<file path="src/rtl/riscv_lsu.sv">
// riscv_lsu -- RV32 load/store unit between the core's ALU and data memory.
//
// Decodes funct3 into byte enables, replicates store data across byte lanes,
// sign/zero-extends load data, and runs a req/gnt/rvalid handshake to dmem
// while stalling the core. Illegal funct3, bus timeout and (optionally)
// misalignment complete the access with rsp_fault_o instead of touching dmem.
//
// Optional feature macro: LSU_MISALIGN_CHECK_EN
//   defined   -> LH/LHU/SH with addr[0]=1 and LW/SW with addr[1:0]!=0 fault.
//   undefined -> no misalign fault; halfword ignores addr[0], word ignores
//                addr[1:0].
//
// Ports
//   clk_i, rst_ni                 clock, async active-low reset
//   req_valid_i/req_ready_o       core op handshake (accepted when both high)
//   req_we_i, req_funct3_i        1=store/0=load, RV32 LB..LHU / SB..SW code
//   req_addr_i, req_wdata_i       byte address, rs2 store data
//   stall_o                       ~req_ready_o, freezes PC / writeback
//   rsp_valid_o, rsp_fault_o      one-cycle completion pulse, fault qualifier
//   rsp_rdata_o                   extended load data (0 for stores/faults)
//   dmem_req_o/dmem_gnt_i         memory request, held until granted
//   dmem_we_o, dmem_be_o          write enable, byte enables
//   dmem_addr_o, dmem_wdata_o     word address, lane-replicated store data
//   dmem_rvalid_i, dmem_rdata_i   read data valid / write ack, raw read word
module riscv_lsu #(
  parameter int XLEN           = 32,
  parameter int TIMEOUT_CYCLES = 16
) (
  input  logic            clk_i,
  input  logic            rst_ni,
  input  logic            req_valid_i,
  input  logic            req_we_i,
  input  logic [2:0]      req_funct3_i,
  input  logic [XLEN-1:0] req_addr_i,
  input  logic [XLEN-1:0] req_wdata_i,
  output logic            req_ready_o,
  output logic            stall_o,
  output logic            rsp_valid_o,
  output logic [XLEN-1:0] rsp_rdata_o,
  output logic            rsp_fault_o,
  output logic            dmem_req_o,
  output logic            dmem_we_o,
  output logic [3:0]      dmem_be_o,
  output logic [XLEN-1:0] dmem_addr_o,
  output logic [XLEN-1:0] dmem_wdata_o,
  input  logic            dmem_gnt_i,
  input  logic            dmem_rvalid_i,
  input  logic [XLEN-1:0] dmem_rdata_i
);

  localparam int CNT_W = $clog2(TIMEOUT_CYCLES + 1);
  localparam logic [CNT_W-1:0] TMO_LAST = CNT_W'(TIMEOUT_CYCLES - 1);

  typedef enum logic [1:0] {S_IDLE, S_REQ, S_WAIT, S_RESP} state_t;

  state_t            state_q, state_d;
  logic [CNT_W-1:0]  cnt_q, cnt_d;
  logic              fault_q, fault_d;
  logic [XLEN-1:0]   rdata_q, rdata_d;

  // Request captured on acceptance; pure data, so no reset needed.
  logic              we_q, we_d;
  logic [2:0]        f3_q, f3_d;
  logic [1:0]        lane_q, lane_d;
  logic [3:0]        be_q, be_d;
  logic [XLEN-1:0]   addr_q, addr_d;
  logic [XLEN-1:0]   wdata_q, wdata_d;

  logic accept, illegal, misalign, tmo_hit;

  function automatic logic [3:0] store_be(input logic [1:0] sz, input logic [1:0] a);
    case (sz)
      2'b00:   store_be = 4'b0001 << a;
      2'b01:   store_be = 4'b0011 << {a[1], 1'b0};
      default: store_be = 4'b1111;
    endcase
  endfunction

  function automatic logic [XLEN-1:0] store_data(input logic [1:0] sz, input logic [XLEN-1:0] d);
    case (sz)
      2'b00:   store_data = {4{d[7:0]}};
      2'b01:   store_data = {2{d[15:0]}};
      default: store_data = d;
    endcase
  endfunction

  function automatic logic [XLEN-1:0] load_extend(input logic [2:0] f3, input logic [1:0] lane,
                                                  input logic [XLEN-1:0] raw);
    logic [7:0]  b;
    logic [15:0] h;
    case (lane)
      2'd0:    b = raw[7:0];
      2'd1:    b = raw[15:8];
      2'd2:    b = raw[23:16];
      default: b = raw[31:24];
    endcase
    h = lane[1] ? raw[31:16] : raw[15:0];
    case (f3)
      3'b000:  load_extend = {{(XLEN-8){b[7]}}, b};
      3'b001:  load_extend = {{(XLEN-16){h[15]}}, h};
      3'b100:  load_extend = {{(XLEN-8){1'b0}}, b};
      3'b101:  load_extend = {{(XLEN-16){1'b0}}, h};
      default: load_extend = raw;
    endcase
  endfunction

  assign accept  = (state_q == S_IDLE) && req_valid_i;
  assign illegal = req_we_i ? (req_funct3_i > 3'b010)
                            : (req_funct3_i == 3'b011 || req_funct3_i[2:1] == 2'b11);
`ifdef LSU_MISALIGN_CHECK_EN
  assign misalign = (req_funct3_i[1:0] == 2'b01 && req_addr_i[0]) ||
                    (req_funct3_i[1:0] == 2'b10 && req_addr_i[1:0] != 2'b00);
`else
  assign misalign = 1'b0;
`endif
  // Completion wins over timeout when both land in the same cycle.
  assign tmo_hit = (cnt_q >= TMO_LAST);

  always_comb begin
    we_d    = we_q;
    f3_d    = f3_q;
    lane_d  = lane_q;
    be_d    = be_q;
    addr_d  = addr_q;
    wdata_d = wdata_q;
    if (accept) begin
      we_d    = req_we_i;
      f3_d    = req_funct3_i;
      lane_d  = req_addr_i[1:0];
      be_d    = store_be(req_funct3_i[1:0], req_addr_i[1:0]);
      addr_d  = {req_addr_i[XLEN-1:2], 2'b00};
      wdata_d = store_data(req_funct3_i[1:0], req_wdata_i);
    end
  end

  always_comb begin
    state_d = state_q;
    cnt_d   = cnt_q;
    fault_d = fault_q;
    rdata_d = rdata_q;
    case (state_q)
      S_IDLE: begin
        if (req_valid_i) begin
          cnt_d   = '0;
          rdata_d = '0;
          fault_d = illegal || misalign;
          state_d = (illegal || misalign) ? S_RESP : S_REQ;
        end
      end
      S_REQ, S_WAIT: begin
        cnt_d = cnt_q + CNT_W'(1);
        if (dmem_rvalid_i && (state_q == S_WAIT || dmem_gnt_i)) begin
          rdata_d = we_q ? '0 : load_extend(f3_q, lane_q, dmem_rdata_i);
          state_d = S_RESP;
        end else if (tmo_hit) begin
          fault_d = 1'b1;
          state_d = S_RESP;
        end else if (state_q == S_REQ && dmem_gnt_i) begin
          state_d = S_WAIT;
        end
      end
      default: state_d = S_IDLE;
    endcase
  end

  always_ff @(posedge clk_i or negedge rst_ni) begin
    if (!rst_ni) begin
      state_q <= S_IDLE;
      cnt_q   <= '0;
      fault_q <= 1'b0;
      rdata_q <= '0;
    end else begin
      state_q <= state_d;
      cnt_q   <= cnt_d;
      fault_q <= fault_d;
      rdata_q <= rdata_d;
    end
  end

  always_ff @(posedge clk_i) begin
    we_q    <= we_d;
    f3_q    <= f3_d;
    lane_q  <= lane_d;
    be_q    <= be_d;
    addr_q  <= addr_d;
    wdata_q <= wdata_d;
  end

  // Outputs decode directly from flops; bus fields are zero outside REQ.
  assign req_ready_o  = (state_q == S_IDLE);
  assign stall_o      = ~req_ready_o;
  assign rsp_valid_o  = (state_q == S_RESP);
  assign rsp_fault_o  = rsp_valid_o && fault_q;
  assign rsp_rdata_o  = rsp_valid_o ? rdata_q : '0;
  assign dmem_req_o   = (state_q == S_REQ);
  assign dmem_we_o    = dmem_req_o && we_q;
  assign dmem_be_o    = dmem_req_o ? be_q : 4'b0000;
  assign dmem_addr_o  = dmem_req_o ? addr_q : '0;
  assign dmem_wdata_o = dmem_req_o ? wdata_q : '0;

endmodule

</file>
<file path="config.mk">
export PLATFORM = sky130hd
export DESIGN_NAME = riscv_lsu
export DESIGN_NICKNAME = d
export VERILOG_FILES = /design/src/rtl/riscv_lsu.sv
export SDC_FILE = /design/constraint.sdc
export NUM_CORES = 1
export LEC_CHECK = 0
export CORE_UTILIZATION = 48
export DETAILED_ROUTE_END_ITERATION = 10
export PLACE_DENSITY = 0.86
export SLEW_MARGIN = 15
export SYNTH_ARGS = -nofsm -noshare
export SYNTH_HDL_FRONTEND = slang
export SYNTH_SLANG_ARGS = --single-unit
</file>
<file path="constraint.sdc">
create_clock -name clk_i -period 5.9 [get_ports clk_i]
set_input_delay 1.18 -clock clk_i [delete_from_list [all_inputs] [get_ports clk_i]]
set_output_delay 1.18 -clock clk_i [all_outputs]
set_load 0.03 [all_outputs]
</file>
==> results of run 1 <==
## synthesized netlist by cell type (3+ instances only)
cell type | number | area [µm²]
sky130_fd_sc_hd__and2_1 | 101 | 632
sky130_fd_sc_hd__edfxtp_1 | 72 | 2160
sky130_fd_sc_hd__dfrtp_1 | 40 | 1000
sky130_fd_sc_hd__mux2_2 | 33 | 372
sky130_fd_sc_hd__o21ai_0 | 29 | 145
sky130_fd_sc_hd__nand2_1 | 27 | 101
sky130_fd_sc_hd__clkbuf_1 | 23 | 86.3
sky130_fd_sc_hd__nor2_1 | 15 | 56.3
sky130_fd_sc_hd__a221o_2 | 10 | 113
sky130_fd_sc_hd__mux2i_1 | 9 | 90.1
sky130_fd_sc_hd__a221oi_1 | 8 | 70.1
sky130_fd_sc_hd__nand2b_1 | 8 | 50.1
sky130_fd_sc_hd__inv_1 | 7 | 26.3
sky130_fd_sc_hd__o221ai_1 | 7 | 61.3
sky130_fd_sc_hd__a221o_1 | 6 | 60.1
sky130_fd_sc_hd__ha_1 | 6 | 75.1
sky130_fd_sc_hd__o21bai_1 | 5 | 37.5
sky130_fd_sc_hd__a21oi_1 | 4 | 20.0
sky130_fd_sc_hd__buf_2 | 4 | 20.0
sky130_fd_sc_hd__nor2b_1 | 4 | 25.0
sky130_fd_sc_hd__nand3_1 | 3 | 15.0
## sequential cells by signal, indices dropped and copies added, names as in the netlist
register	cells
be_q	4
rdata_q	32
fault_q	1
wdata_q	32
lane_q	2
state_q	2
cnt_q	5
f3_q	3
we_q	1
addr_q	30
## kinds of logic (layout without fill, tap and decap cells)
family | after synthesis | count (layout) | share of synthesized area, %
buffers and inverters | 40 | 233 | 3.23
other | 1 | 2 | 0.0682
flip-flops | 112 | 112 | 57.5
adder cells (fa/ha/maj) | 6 | 6 | 1.36
multiplexers | 43 | 43 | 8.80
AND/OR/NAND/NOR | 167 | 167 | 17.1
AO/OA/AOI/OAI | 84 | 84 | 11.9
## stage by stage
step | hold slack, ps | instance area [µm²] | cells | util, % | setup WS [ps]
2_1_floorplan | 442 | 5510 | 454 | - | 2600
3_3_place_gp | 465 | 7630 | 771 | 69.4 | 2380
3_5_place_dp | 468 | 7630 | 771 | 69.4 | 2350
4_1_cts | 484 | 7910 | 787 | 72.1 | 1980
5_1_grt | 507 | 7910 | 787 | 72.1 | 1830
6_report | 482 | 7910 | 787 | 72.1 | 2000
## worst max-delay path: cells and delay by family, from the launching register on
kind / cells / cell delay [ps]
adders and majority gates: 1 / 800
buffers and inverters: 2 / 800
and+or+nand+nor: 1 / 310
DFF: 1 / 420
## metal layers
layer | track usage (%) | part of all wire, %
met1 | 33.4 | 39
met2 | 44.3 | 49
met3 | 7.83 | 10
met4 | 7.63 | 1.4
met5 | 0 | 0
## cell type report
type / count / area [µm²] / share of cell area [%]
inverter: 7 / 26.3 / 0.332
sequential: 112 / 3160 / 40.0
tap: 140 / 175 / 2.21
multi-input combinational: 302 / 2170 / 27.4
clock inverter: 7 / 62.6 / 0.791
clock buffer: 9 / 225 / 2.85
timing repair buffer: 210 / 2090 / 26.4
## power by group through the flow
stage / Sequential [mW] / Clock [mW] / Combinational [mW]
floorplan: 1.15 / 0 / 1.07
detailed placement: 1.18 / 0 / 1.63
global placement: 1.17 / 0 / 1.59
finish: 1.17 / 0.602 / 1.64
global route: 1.19 / 0.639 / 1.76
CTS: 1.17 / 0.613 / 1.65
## path summary, 6_finish.rpt
kind                       slack, ps  startpoint  depth (start not counted)      endpoint
min in group asynchronous        960      rst_ni                          1    state_q[1]
setup / recovery                2000  state_q[1]                          4  dmem_be_o[2]
hold reg to reg                  480  rdata_q[4]                          2    rdata_q[4]
hold / removal                   480  rdata_q[4]                          2    rdata_q[4]
setup reg to reg                2490  state_q[1]                          6   rdata_q[27]
max in group asynchronous       4380      rst_ni                          1   rdata_q[16]
==> run summary, run 1 <==
Global routing consumed, over all layers together, 26.6% of the routing resources. In this run the remaining antenna-violating nets after routing total 0. The library cell used most frequently in the layout, excluding fill and tap cells, is sky130_fd_sc_hd__clkdlybuf4s50_1. By startpoint and endpoint, the worst setup path is classified as reg2out.

The clock drives 112 sinks. In this run the worst hold path is classified as reg2reg. Counting along the longest clock path gives a buffer depth of 2. The count of warnings emitted by yosys was 0; the final hold violation count was 0. The layout overhead on the synthesized area is 43.8%. The library cells used most frequently in the layout, excluding fill and tap cells, are sky130_fd_sc_hd__clkdlybuf4s50_1 (207), sky130_fd_sc_hd__and2_1 (100), sky130_fd_sc_hd__edfxtp_1 (72). Number of flops mapped to enable cells by yosys: 72. STA classifies the critical path endpoint as an output pin. Core area: 0.0110 mm². After the first detailed-routing iteration, the DRC count stood at 237.

The smallest clock period supported by the final layout is computed as 3900 ps. The total number of nets in the final design was 753. The synthesized netlist contains 47 unique library cells. The share of flip-flops with an asynchronous set or reset after synthesis is 35.7%, and the routed wire length is 15400 µm.

Clock tree synthesis inserted a total of 9 buffers. Type of element launching the critical path: a flop. Setup repair after global routing left no endpoint under its margin.

Timing would allow up to 256 MHz. The count of maximum capacitance violations is 0, and the number of cells produced by synthesis is 453. Walking the worst path, the cells encountered are inv_1 -> ha_2 -> and2_1 -> clkdlybuf4s50_1.

The worst stage delay on the critical path is 800 ps, and the hold buffer count at cts is 0. For this run, the leading register cell type out of synthesis is sky130_fd_sc_hd__edfxtp_1. Number of cells upsized or downsized after cts: 0. Across the VDD grid, the largest voltage drop is 0.248 mV. The post-synth design cell area was 0.00550 mm²; the final count of negative-setup-slack endpoints was 0.

The ratio of total power to cell area came out at 431 mW/mm². The power spent charging and discharging nets was 1.35 mW. The largest driver fanout on the critical path is 70. The flow ran to the end, and the final reports show no timing, DRC or antenna violations. The worst endpoint required time is 4720 ps. CTS placed an instance of sky130_fd_sc_hd__clkbuf_16 at the clock tree root. After synthesis the netlist holds a flip-flop and latch count of 112. Net switching is 39.7% of the power. The completed layout was analyzed and its total power is 3.41 mW. The tools report the post-CTS setup repair buffer count as 0. The transition at the pin with the smallest max-transition slack was 1060 ps; the setup TNS after final layout was 0 ps. The clock reaches the later pin of the worst-skew pair after 350 ps. The clock-pin slew on the worst setup and hold paths is 70 ps, and the count of final max-slew check failures is 0. The mean area per synthesized cell was 12.1 µm²; the chip width was 109 µm. Dividing the final minimum period by the clock period gives 66.1%. The number of fill cells is 768.

The worst-case headroom to the max-slew limit was 28.8%. The tools report the via count of the first global-routing pass as 4511. Summing over every cut layer, the via total after detailed routing is 4342. The total die area is 0.0119 mm². Entering global routing, the biggest net connects 73 pins. After global routing the overflow that remains totals 0. The mean number of vias per cell works out to 5.52. The slowest stage of the critical path belongs to the cell sky130_fd_sc_hd__ha_2.

The internal power was 2.06 mW. The share of layout cells above drive strength 1 came out at 10.5%. TritonCTS built the clock tree. For the leakage power summed over all cells, the log shows 3.00 nW. Summing the sequential cell areas from Yosys gives 57.5% of the chip area. The first global-routing pass estimated 23600 µm of wire. Combinational cells account for 48.0% of the total power. In the final routed layout, each cell accounts on average for 19.5 µm. The clock arrives with 9.53 ps of skew. CTS built an H-tree with a depth of 3. The die outline height is 109 µm. The logs give 0 for the DRC violation count after routing and 2720 ps for the data arrival time of the critical path. The HPWL reported at the end of detailed placement is 11000 µm, and the number of diodes added for antenna fixing is 0. Routability-driven placement finished with a final weighted congestion of 0.804. The sequential cell fraction of total power is 34.3%, and the number of top-level design ports is 211. The floorplan has 38 rows. Before antenna repair, the detailed router went through 4 iterations. The initial antenna violation count was 0; the initial cell density of the core was 50.1%. The count of input and output buffers is 208, and the share of total power in the clock network is 17.6%.
Note: power is estimated with default switching activity, not from simulation.
==> run 2: changes to the inputs <==
- CORE_UTILIZATION: 48 -> 40
- PLACE_DENSITY: 0.86 -> 0.77
- clock period: 5.9 -> 3.2 ns (I/O delays scaled with it)
==> run 2 against run 1 <==
Effect of this change: routed wire length fell by 2.8%; sequential power rose by 84%; hold slack got worse by 68 ps; sequential share of layout area fell by 0.71 points; flip-flop and latch count did not move; critical endpoint is now dmem_wdata_o[19]; utilization fell by 12 points; first-iteration DRC count rose by 20%; clock skew barely moved.
==> run summary, run 2 (synthesis gave the netlist of run 1 again) <==
TritonCTS built the clock tree. The run gives 0.00806 mm² as the final cell area excluding filler cells. Dividing the detail-routed wire length by the instance count gives 18.0 µm.

The tools report the initial antenna violation count as 0. The area growth from synthesis to layout is 46.5%. Share of layout cells above drive strength 1: 12.2%. STA classifies the critical path endpoint as an output pin.

The run gives 0 as the count of maximum capacitance violations. Tracing the worst setup path back leads to its startpoint at state_q[1]. The logs give 6.39 mW for the post-route total power and 11000 µm for the HPWL reported at the end of detailed placement.

The run gives 0.00776 mm² as the post-placement cell area. The share of the cycle needed by the critical path after routing came out at 89.4%. Final hold violation count: 0. For the via count of the first global-routing pass, the log shows 4434. The clock arrives with 9.12 ps of skew.

Setup violations remaining at the end of the flow were counted as 0. For this block, the via count after detailed routing is 4315. The largest registers in the layout are rdata_q: 32 flops, wdata_q: 32 flops, addr_q: 30 flops.

At the worst endpoint, the required time is 2560 ps. In the routed layout, each cell is associated on average with a via count of 5.19. For this run, the detailed router's first-pass iteration total came to 4. The chip width is 119 µm, and the final design utilization is 60.4%.

The first global-routing pass estimated 23300 µm of wire. OpenSTA, run right after detailed placement, puts the worst setup slack at 371 ps. The number of sinks on the clock net is 112. The type of element launching the critical path is a flop.

The kind of path behind the tightest hold check is in2async. Leaving out fill and tap cells, the most frequent cell in the layout is sky130_fd_sc_hd__clkdlybuf4s50_1. The count of final max-slew check failures was 0. In the layout the commonest cells are sky130_fd_sc_hd__clkdlybuf4s50_1 (207), sky130_fd_sc_hd__and2_1 (100), sky130_fd_sc_hd__edfxtp_1 (72).

The setup TNS after final layout was 0 ps; the aggregate global routing overflow was 0. The number of diodes added for antenna fixing was 0; the maximum vdd drop was 0.455 mV. The combined global-route utilization of all metal layers was 21.5%.

The die outline height works out to 119 µm. Smallest setup slack after layout: 338 ps. The core area is 0.0133 mm². For this run, design rule violations remaining after detail routing come to 0. The worst path needs 2860 ps of the cycle, external delays included. The count of input and output buffers is 208. Timing would allow up to 349 MHz.

For the worst-skew pair, the clock arrives at the later sink with an insertion delay of 360 ps. Type of the setup path with the least slack: reg2out. Clock-pin slew was measured on the worst setup and hold paths at 70 ps. TritonCTS created 9 clock buffers. The startpoint identified for the worst register-to-register timing path is state_q[0]. In this run the count of I/O pins placed on the die edge is 211. The largest driver fanout on the critical path was 70. The logs give 414 ps for the tightest hold margin and 0.0142 mm² for the total die area.

The transition at the pin with the smallest max-transition slack was 980 ps. For the worst setup path, the data arrival time is 2220 ps. The final layout contains routed wiring with a total length of 14900 µm. The initial cell density of the core is 41.2%, and the H-tree depth is 3. The global placement routability congestion was 0.918; the ratio of total power to cell area was 793 mW/mm².

The clock passes through at most 2 buffers. Including well taps, the total number of placed cells is 816. In the final design database the tool counted 762 nets. The leakage power summed over all cells is 3.05 nW, and the remaining number of nets flagged by the antenna check after routing is 0.

The clock tree root driver cell is sky130_fd_sc_hd__clkbuf_16. The number of rows in the core area is 42, and the worst-case headroom to the max-slew limit is 34.4%. The finished layout holds 831 standard cells, fillers aside. The maximum number of pins on one net before global-route repair came out at 71.

Setup repair after global routing left no endpoint under its margin. The run finished with clean final reports. For the DRC violation total after the first TritonRoute iteration, the log shows 284.
-- run 2: worst paths after layout --
path	depth (start not counted)	slack, ps	to
setup / recovery	5	340	dmem_wdata_o[19]
hold / removal	1	410	cnt_q[4]
setup reg to reg	6	610	rdata_q[27]
hold reg to reg	2	490	rdata_q[4]
max in group asynchronous	1	2220	rdata_q[0]
min in group clk_i	2	490	rdata_q[4]
-- run 2: timing repair --
| action | CTS | global route |
|---|---|---|
| endpoints found under the hold margin | 0 | 0 |
| buffers inserted | 0 | 0 |
| gates resized for setup | 1 | 0 |
| hold buffers | 0 | 0 |
| endpoints found under the setup margin | 5 | 0 |
-- run 2: routing by layer --
metal	part of all wire, %	up-vias	GRT usage, %
met3	10	23	8.96
met1	40	2070	24.7
li1	-	2023	-
met5	0	-	0
met4	2.4	0	9.02
met2	48	199	35.3
-- run 2: worst max-delay path, stage by stage (launching register included) --
cell                              delay [ps]
sky130_fd_sc_hd__dfrtp_1                 420
sky130_fd_sc_hd__inv_1                   100
sky130_fd_sc_hd__ha_2                    200
sky130_fd_sc_hd__buf_12                  210
sky130_fd_sc_hd__and2_1                  170
sky130_fd_sc_hd__clkdlybuf4s50_1         740
-- run 2: cell type report --
cell class                 instances  area, µm²
clock inverter                     6       66.3
clock buffer                       9        225
inverter                           7       26.3
tap                              176        220
sequential                       112       3160
timing repair buffer             219       2180
multi-input combinational        302       2170
fill                            1079       5290
-- run 2: power by group --
part	switching (mW)	internal (mW)	leakage [nW]
sequential	0.176	1.97	1.20
combinational	1.81	1.29	1.71
clock	0.533	0.609	0.143
